==> src/rtl/ysyx_22040759_ifu_if.sv <==
// ============================================================================
// Module : ysyx_22040759_ifu_if
// Brief  : Bundles the IFU redirect/halt, memory req/rsp and decode inst signals.
// Rev    : 1.0 - initial release
// ============================================================================
`default_nettype none

interface ysyx_22040759_ifu_if #(
  parameter int PC_W = 64
);
  logic            redirect_valid;
  logic [PC_W-1:0] redirect_pc;
  logic            halt;
  logic            mem_req_valid;
  logic            mem_req_ready;
  logic [PC_W-1:0] mem_req_addr;
  logic            mem_rsp_valid;
  logic [31:0]     mem_rsp_data;
  logic            inst_valid;
  logic            inst_ready;
  logic [31:0]     inst;
  logic [PC_W-1:0] pc_o;
  logic            misalign;

  // IFU side
  modport master (
    input  redirect_valid, redirect_pc, halt,
    input  mem_req_ready, mem_rsp_valid, mem_rsp_data, inst_ready,
    output mem_req_valid, mem_req_addr, inst_valid, inst, pc_o, misalign
  );

  // Environment side (execute, instruction memory, decode)
  modport slave (
    output redirect_valid, redirect_pc, halt,
    output mem_req_ready, mem_rsp_valid, mem_rsp_data, inst_ready,
    input  mem_req_valid, mem_req_addr, inst_valid, inst, pc_o, misalign
  );
endinterface

`default_nettype wire

==> src/rtl/ysyx_22040759_ifu.sv <==
// ============================================================================
// Module : ysyx_22040759_ifu
// Brief  : Instruction fetch unit - owns the PC, fetches one word at a time
//          and holds it for decode; handles redirects, halt and squashing.
//          Optional macro IFU_MISALIGN_CHK_EN enables misaligned-target trap.
// Rev    : 1.0 - initial release
// ============================================================================
`default_nettype none

module ysyx_22040759_ifu #(
  parameter int              PC_W     = 64,
  parameter logic [PC_W-1:0] RESET_PC = 64'h0000_0000_8000_0000
) (
  input  wire logic               clk,
  input  wire logic               rst_n,
  ysyx_22040759_ifu_if.master     bus
);

  localparam logic [2:0] S_IDLE = 3'd0;
  localparam logic [2:0] S_REQ  = 3'd1;
  localparam logic [2:0] S_WAIT = 3'd2;
  localparam logic [2:0] S_HOLD = 3'd3;
  localparam logic [2:0] S_STOP = 3'd4;

  localparam logic [31:0]     C_NOP  = 32'h0000_0013;
  localparam logic [PC_W-1:0] C_STEP = PC_W'(4);

  logic [2:0]      state_q, state_d;
  logic [PC_W-1:0] pc_q, pc_d;
  logic            drop_q, drop_d;
  logic            halted_q, halted_d;
  logic            misalign_q, misalign_d;
  logic [31:0]     inst_q, inst_d;
  logic [PC_W-1:0] pc_o_q, pc_o_d;

  logic w_active;
  logic w_mis_redir;
  logic w_redir;
  logic w_stop;

  assign w_active = (state_q == S_REQ) || (state_q == S_WAIT) || (state_q == S_HOLD);

`ifdef IFU_MISALIGN_CHK_EN
  assign w_mis_redir = w_active && bus.redirect_valid && (bus.redirect_pc[1:0] != 2'b00);
`else
  assign w_mis_redir = 1'b0;
`endif

  assign w_redir = w_active && bus.redirect_valid && !w_mis_redir;
  // Any stop cause blocks new requests in the same cycle it appears.
  assign w_stop  = halted_q || bus.halt || misalign_q || w_mis_redir;

  always_comb begin
    state_d    = state_q;
    pc_d       = pc_q;
    drop_d     = drop_q;
    inst_d     = inst_q;
    pc_o_d     = pc_o_q;
    halted_d   = halted_q || bus.halt;
    misalign_d = misalign_q || w_mis_redir;

    case (state_q)
      S_IDLE: begin
        state_d = S_REQ;
      end

      S_REQ: begin
        if (w_redir) begin
          pc_d = bus.redirect_pc;
        end
        if (w_stop) begin
          state_d = S_STOP;
        end else if (bus.mem_req_ready) begin
          state_d = S_WAIT;
          drop_d  = w_redir;
        end
      end

      S_WAIT: begin
        if (w_redir) begin
          pc_d = bus.redirect_pc;
        end
        if (bus.mem_rsp_valid) begin
          // A redirect landing with the response squashes it just like drop.
          if (drop_q || w_redir || w_mis_redir) begin
            drop_d  = 1'b0;
            state_d = w_stop ? S_STOP : S_REQ;
          end else begin
            inst_d  = bus.mem_rsp_data;
            pc_o_d  = pc_q;
            state_d = S_HOLD;
          end
        end else if (w_redir || w_mis_redir) begin
          drop_d = 1'b1;
        end
      end

      S_HOLD: begin
        if (w_redir || w_mis_redir) begin
          if (w_redir) begin
            pc_d = bus.redirect_pc;
          end
          state_d = w_stop ? S_STOP : S_REQ;
        end else if (bus.inst_ready) begin
          pc_d    = pc_q + C_STEP;
          state_d = w_stop ? S_STOP : S_REQ;
        end
      end

      S_STOP: begin
        state_d = S_STOP;
      end

      default: begin
        state_d = S_IDLE;
      end
    endcase
  end

  always_ff @(posedge clk or negedge rst_n) begin
    if (!rst_n) begin
      state_q    <= S_IDLE;
      pc_q       <= RESET_PC;
      drop_q     <= 1'b0;
      halted_q   <= 1'b0;
      misalign_q <= 1'b0;
      inst_q     <= C_NOP;
      pc_o_q     <= '0;
    end else begin
      state_q    <= state_d;
      pc_q       <= pc_d;
      drop_q     <= drop_d;
      halted_q   <= halted_d;
      misalign_q <= misalign_d;
      inst_q     <= inst_d;
      pc_o_q     <= pc_o_d;
    end
  end

  assign bus.mem_req_valid = (state_q == S_REQ) && !w_stop;
  assign bus.mem_req_addr  = pc_q;
  assign bus.inst_valid    = (state_q == S_HOLD);
  assign bus.inst          = inst_q;
  assign bus.pc_o          = pc_o_q;
  assign bus.misalign      = misalign_q;

endmodule

`default_nettype wire

==> src/flat_wrapper.sv <==
// flat-port wrapper written by rule: the top's interface ports become plain ports
module ysyx_22040759_ifu_flat 
#(
  parameter int              PC_W     = 64,
  parameter logic [PC_W-1:0] RESET_PC = 64'h0000_0000_8000_0000
)
  (clk, rst_n, bus_redirect_valid, bus_redirect_pc, bus_halt, bus_mem_req_ready, bus_mem_rsp_valid, bus_mem_rsp_data, bus_inst_ready, bus_mem_req_valid, bus_mem_req_addr, bus_inst_valid, bus_inst, bus_pc_o, bus_misalign);
  ysyx_22040759_ifu_if #(.PC_W(PC_W)) bus_i ();
  input  wire logic clk;
  input  wire logic rst_n;
  input wire logic [$bits(bus_i.redirect_valid)-1:0] bus_redirect_valid;
  input wire logic [$bits(bus_i.redirect_pc)-1:0] bus_redirect_pc;
  input wire logic [$bits(bus_i.halt)-1:0] bus_halt;
  input wire logic [$bits(bus_i.mem_req_ready)-1:0] bus_mem_req_ready;
  input wire logic [$bits(bus_i.mem_rsp_valid)-1:0] bus_mem_rsp_valid;
  input wire logic [$bits(bus_i.mem_rsp_data)-1:0] bus_mem_rsp_data;
  input wire logic [$bits(bus_i.inst_ready)-1:0] bus_inst_ready;
  output wire logic [$bits(bus_i.mem_req_valid)-1:0] bus_mem_req_valid;
  output wire logic [$bits(bus_i.mem_req_addr)-1:0] bus_mem_req_addr;
  output wire logic [$bits(bus_i.inst_valid)-1:0] bus_inst_valid;
  output wire logic [$bits(bus_i.inst)-1:0] bus_inst;
  output wire logic [$bits(bus_i.pc_o)-1:0] bus_pc_o;
  output wire logic [$bits(bus_i.misalign)-1:0] bus_misalign;
  assign bus_i.redirect_valid = bus_redirect_valid;
  assign bus_i.redirect_pc = bus_redirect_pc;
  assign bus_i.halt = bus_halt;
  assign bus_i.mem_req_ready = bus_mem_req_ready;
  assign bus_i.mem_rsp_valid = bus_mem_rsp_valid;
  assign bus_i.mem_rsp_data = bus_mem_rsp_data;
  assign bus_i.inst_ready = bus_inst_ready;
  assign bus_mem_req_valid = bus_i.mem_req_valid;
  assign bus_mem_req_addr = bus_i.mem_req_addr;
  assign bus_inst_valid = bus_i.inst_valid;
  assign bus_inst = bus_i.inst;
  assign bus_pc_o = bus_i.pc_o;
  assign bus_misalign = bus_i.misalign;
  ysyx_22040759_ifu #(.PC_W(PC_W), .RESET_PC(RESET_PC)) u_core (.clk(clk), .rst_n(rst_n), .bus(bus_i));
endmodule
==> config.mk <==
export PLATFORM = sky130hd
export DESIGN_NAME = ysyx_22040759_ifu_flat
export DESIGN_NICKNAME = d
export VERILOG_FILES = /design/src/rtl/ysyx_22040759_ifu_if.sv /design/src/rtl/ysyx_22040759_ifu.sv /design/src/flat_wrapper.sv
export SDC_FILE = /design/constraint.sdc
export NUM_CORES = 1
export LEC_CHECK = 0
export CAP_MARGIN = 0
export CORE_MARGIN = 5
export CORE_UTILIZATION = 46
export CTS_CLUSTER_DIAMETER = 50
export DETAILED_ROUTE_END_ITERATION = 7
export PLACE_DENSITY = 0.8
export SLEW_MARGIN = 0
export SYNTH_ARGS = -nofsm -noshare
export SYNTH_HDL_FRONTEND = slang
export SYNTH_SLANG_ARGS = --single-unit
export TNS_END_PERCENT = 5
==> constraint.sdc <==
create_clock -name clk -period 2.8 [get_ports clk]
set_clock_uncertainty 0.15 [all_clocks]
set_input_delay 0.84 -clock clk [delete_from_list [all_inputs] [get_ports clk]]
set_output_delay 0.84 -clock clk [all_outputs]
set_load 0.1 [all_outputs]
==> flow_summary.ini <==
[outcome]
status = finished, final reports clean

[detailed_routing]
wl_um = 25700
dr.pass1.iters = 5
drtAntennaViolNets = 0
vias_per_cell = 5.75
vias = 7616
detail_route.wl_per_cell_um = 19.4
drc = 0
drtIter0Drc = 563

[logic_synthesis]
synth_area_sq_um = 8030
synthMuxAreaShare_pct = 12.7
synthTopCellsByArea = dfrtp_1 (50%), mux2_2 (13%), a21oi_1 (3.7%)
synth_warnings = 0
synth_ff_type = dfrtp_1
synthAdderAreaFrac_pct = 0.156
synth-edff-count = 0
synth_compound_area_share_pct = 13.8
yosysTopAreaCellShare_pct = 50.2
synth_top_area_cell = dfrtp_1
ys_async_sr_fraction_pct = 100
synth_xor_area_share_pct = 0
yosys.area_share.simple_pct = 18.7
yosys-top-cells-count = dfrtp_1 (161), mux2_2 (90), nand2_1 (80)
yosysUniqueCellTypes = 58
syn_nets = 896
syn_inst = 792
yosysMostFrequentCell = dfrtp_1
avgSynthCellArea_sq_um = 10.1
synth_top_family_by_area = simple AND/OR/NAND/NOR gates
ys_ff_latch = 165
yosysSeqAreaShare_pct = 51.5

[setup_path]
path_buf_inv = 3
cp_slowest_cell = clkdlybuf4s50_1
cp-end-kind = primary output
crit_family = buffers and inverters
worstSetupPathType = in2out
max_stage_delay_ns = 0.41
crit_fanout = 2
crit_arrival_ns = 1.77
crit_required_ns = 1.81
crit_path_cell_trace = clkdlybuf4s50_1 > nor2_2 > nand3_2 > inv_2 > buf_12
cp-start-kind = input port

[sta]
setup_viol = 0
max_freq_mhz = 363
slew_viol_final = 0
relSlewSlack_pct = 65.6
worst_pin_slew_ns = 0.512
min_period_ns = 2.76
final-hold-violation-count = 0
setup_slack_ns = 0.0429
fin_crit_sh_pct = 98.5
whs_ns = 0.209

[power]
leakage_nw = 5.43
cellPowerDensity_nw_per_um2 = 1110
peakVddDrop_mv = 0.937

[global_routing]
grt_max_degree = 49
grt_pass1_wl_um = 40200
antenna_found_initial = 0
track_usage_pct = 25.0
grt_overflow = 0
grt_pass1_vias = 7524

[cells_and_area]
final_nets = 1191
antennaDiodeCount = 0
multiInputGateArea_sq_um = 3700
regArea_sq_um = 4160
syn_to_final_growth_pct = 45.7
drive_gt1_share_pct = 35.7
fillers = 1369

[clocking]
postCtsSetupBuffers = 0
cts_tree = built
root_buffer = clkbuf_16
ctsHoldBuffers = 0
cts_max_level = 4
cts_made_buffers = 17
cts.sinks = 165
clk_pin_slew_worst_paths_ns = 0.06
insertion_delay_ns = 0.43
cts.path.max_buffers = 2

[floorplanning]
die_area_sq_um = 20200
start_util_pct = 46.6
die_w_um = 142
core_area_sq_um = 17200
num_rows = 48
die_h_um = 142
pin_count = 266

[placed_design]
dp_worst_setup_slack_ns = -0.00325
io_buffers = 264
finalWeightedCongestion = 0.916
dp_hpwl_um = 19200

[worst_hold_path]
hold_class = in2async

[flow_run]
maxCapViolations = 0
what timing repair did:
action / CTS / global route
setup endpoints to repair: 1 / 2
pin swaps: 0 / 1
gates resized for setup: 1 / 3
layout make-up:
type                    instances  share of cell area [%]
well taps                     225                    2.41
inverters                       9                   0.289
flip-flops and latches        165                    35.5
clock buffers                  20                    3.90
repair buffers                328                    24.7
multi-input cells             566                    31.6
clock inverters                12                    1.52
report_power, final:
part | internal [W] | leakage [nW] | switching (W)
Combinational | 0.00163 | 3.03 | 0.00521
Clock | 0.00154 | 0.310 | 0.000980
Sequential | 0.00295 | 2.09 | 0.000723
cells by family (layout without fill, tap and decap cells):
family | Yosys count | count (layout)
fa+ha+maj | 1 | 1
simple gates | 296 | 296
compound gates | 177 | 177
other cells | 1 | 1
mux | 91 | 91
flops | 165 | 165
buf+inv | 61 | 369
placed cells by master (no fill, tap or decap), types with 5 or more instances in the layout:
master / synthesis / routed
buf_4: 3 / 212
nand3_1: 58 / 56
dfrtp_1: 161 / 141
inv_1: 9 / 8
a2bb2oi_1: 18 / 18
and3_1: 12 / 12
clkbuf_16: 0 / 17
nand4_1: 21 / 21
a211oi_1: 6 / 6
o22ai_1: 21 / 21
a21oi_1: 60 / 59
nor4_1: 6 / 6
or4_1: 6 / 6
nand2_1: 80 / 80
and2_1: 8 / 8
buf_12: 0 / 14
nor2_1: 53 / 51
or3_1: 6 / 6
dfrtp_2: 0 / 20
mux2_2: 90 / 90
a31oi_1: 5 / 5
clkdlybuf4s50_1: 0 / 101
nor3_1: 19 / 18
o21ai_0: 33 / 33
and4_1: 6 / 6
flip-flops by register name, summed over array words and instances, names as in the netlist:
| register | count |
|---|---|
| u_core.bus.mem_req_addr | 64 |
| u_core.bus.pc_o | 64 |
| u_core.drop_q | 1 |
| u_core.bus.inst | 32 |
| u_core.halted_q | 1 |
| u_core.state_q | 3 |
per-stage QoR:
step	cells	TNS (ns)	cell area, sq um	power, W	util [%]
5_1_grt	1325	-0.0202	11700	0.0135	67.9
4_1_cts	1325	0	11700	0.0131	67.8
6_report	1325	0	11700	0.0130	67.9
2_1_floorplan	792	-0.963	8060	0.00850	-
3_3_place_gp	1293	0	11100	0.0104	64.1
3_5_place_dp	1293	-0.00325	11100	0.0105	64.1
layer usage:
layer / vias to the layer above / GRT usage [%] / wire (um)
met5: - / 0 / 0
met4: 0 / 8.48 / 660
met3: 45 / 6.99 / 2520
met2: 368 / 42.4 / 12800
met1: 3685 / 30.7 / 9730
li1: 3518 / - / -
worst paths after layout:
check                                            from                          end  slack, ns  cells past startpoint
setup / recovery                             bus_halt            bus_mem_req_valid       0.04                      5
hold / removal                                  rst_n           u_core.bus.inst[2]       0.21                      1
setup reg to reg           u_core.bus.mem_req_addr[2]  u_core.bus.mem_req_addr[54]       0.18                      7
hold reg to reg                   u_core.bus.pc_o[54]          u_core.bus.pc_o[54]       0.35                      2
max in group asynchronous                       rst_n  u_core.bus.mem_req_addr[31]       1.59                      2
min in group clk                  u_core.bus.pc_o[54]          u_core.bus.pc_o[54]       0.35                      2
Note: power is estimated with default switching activity, not from simulation.
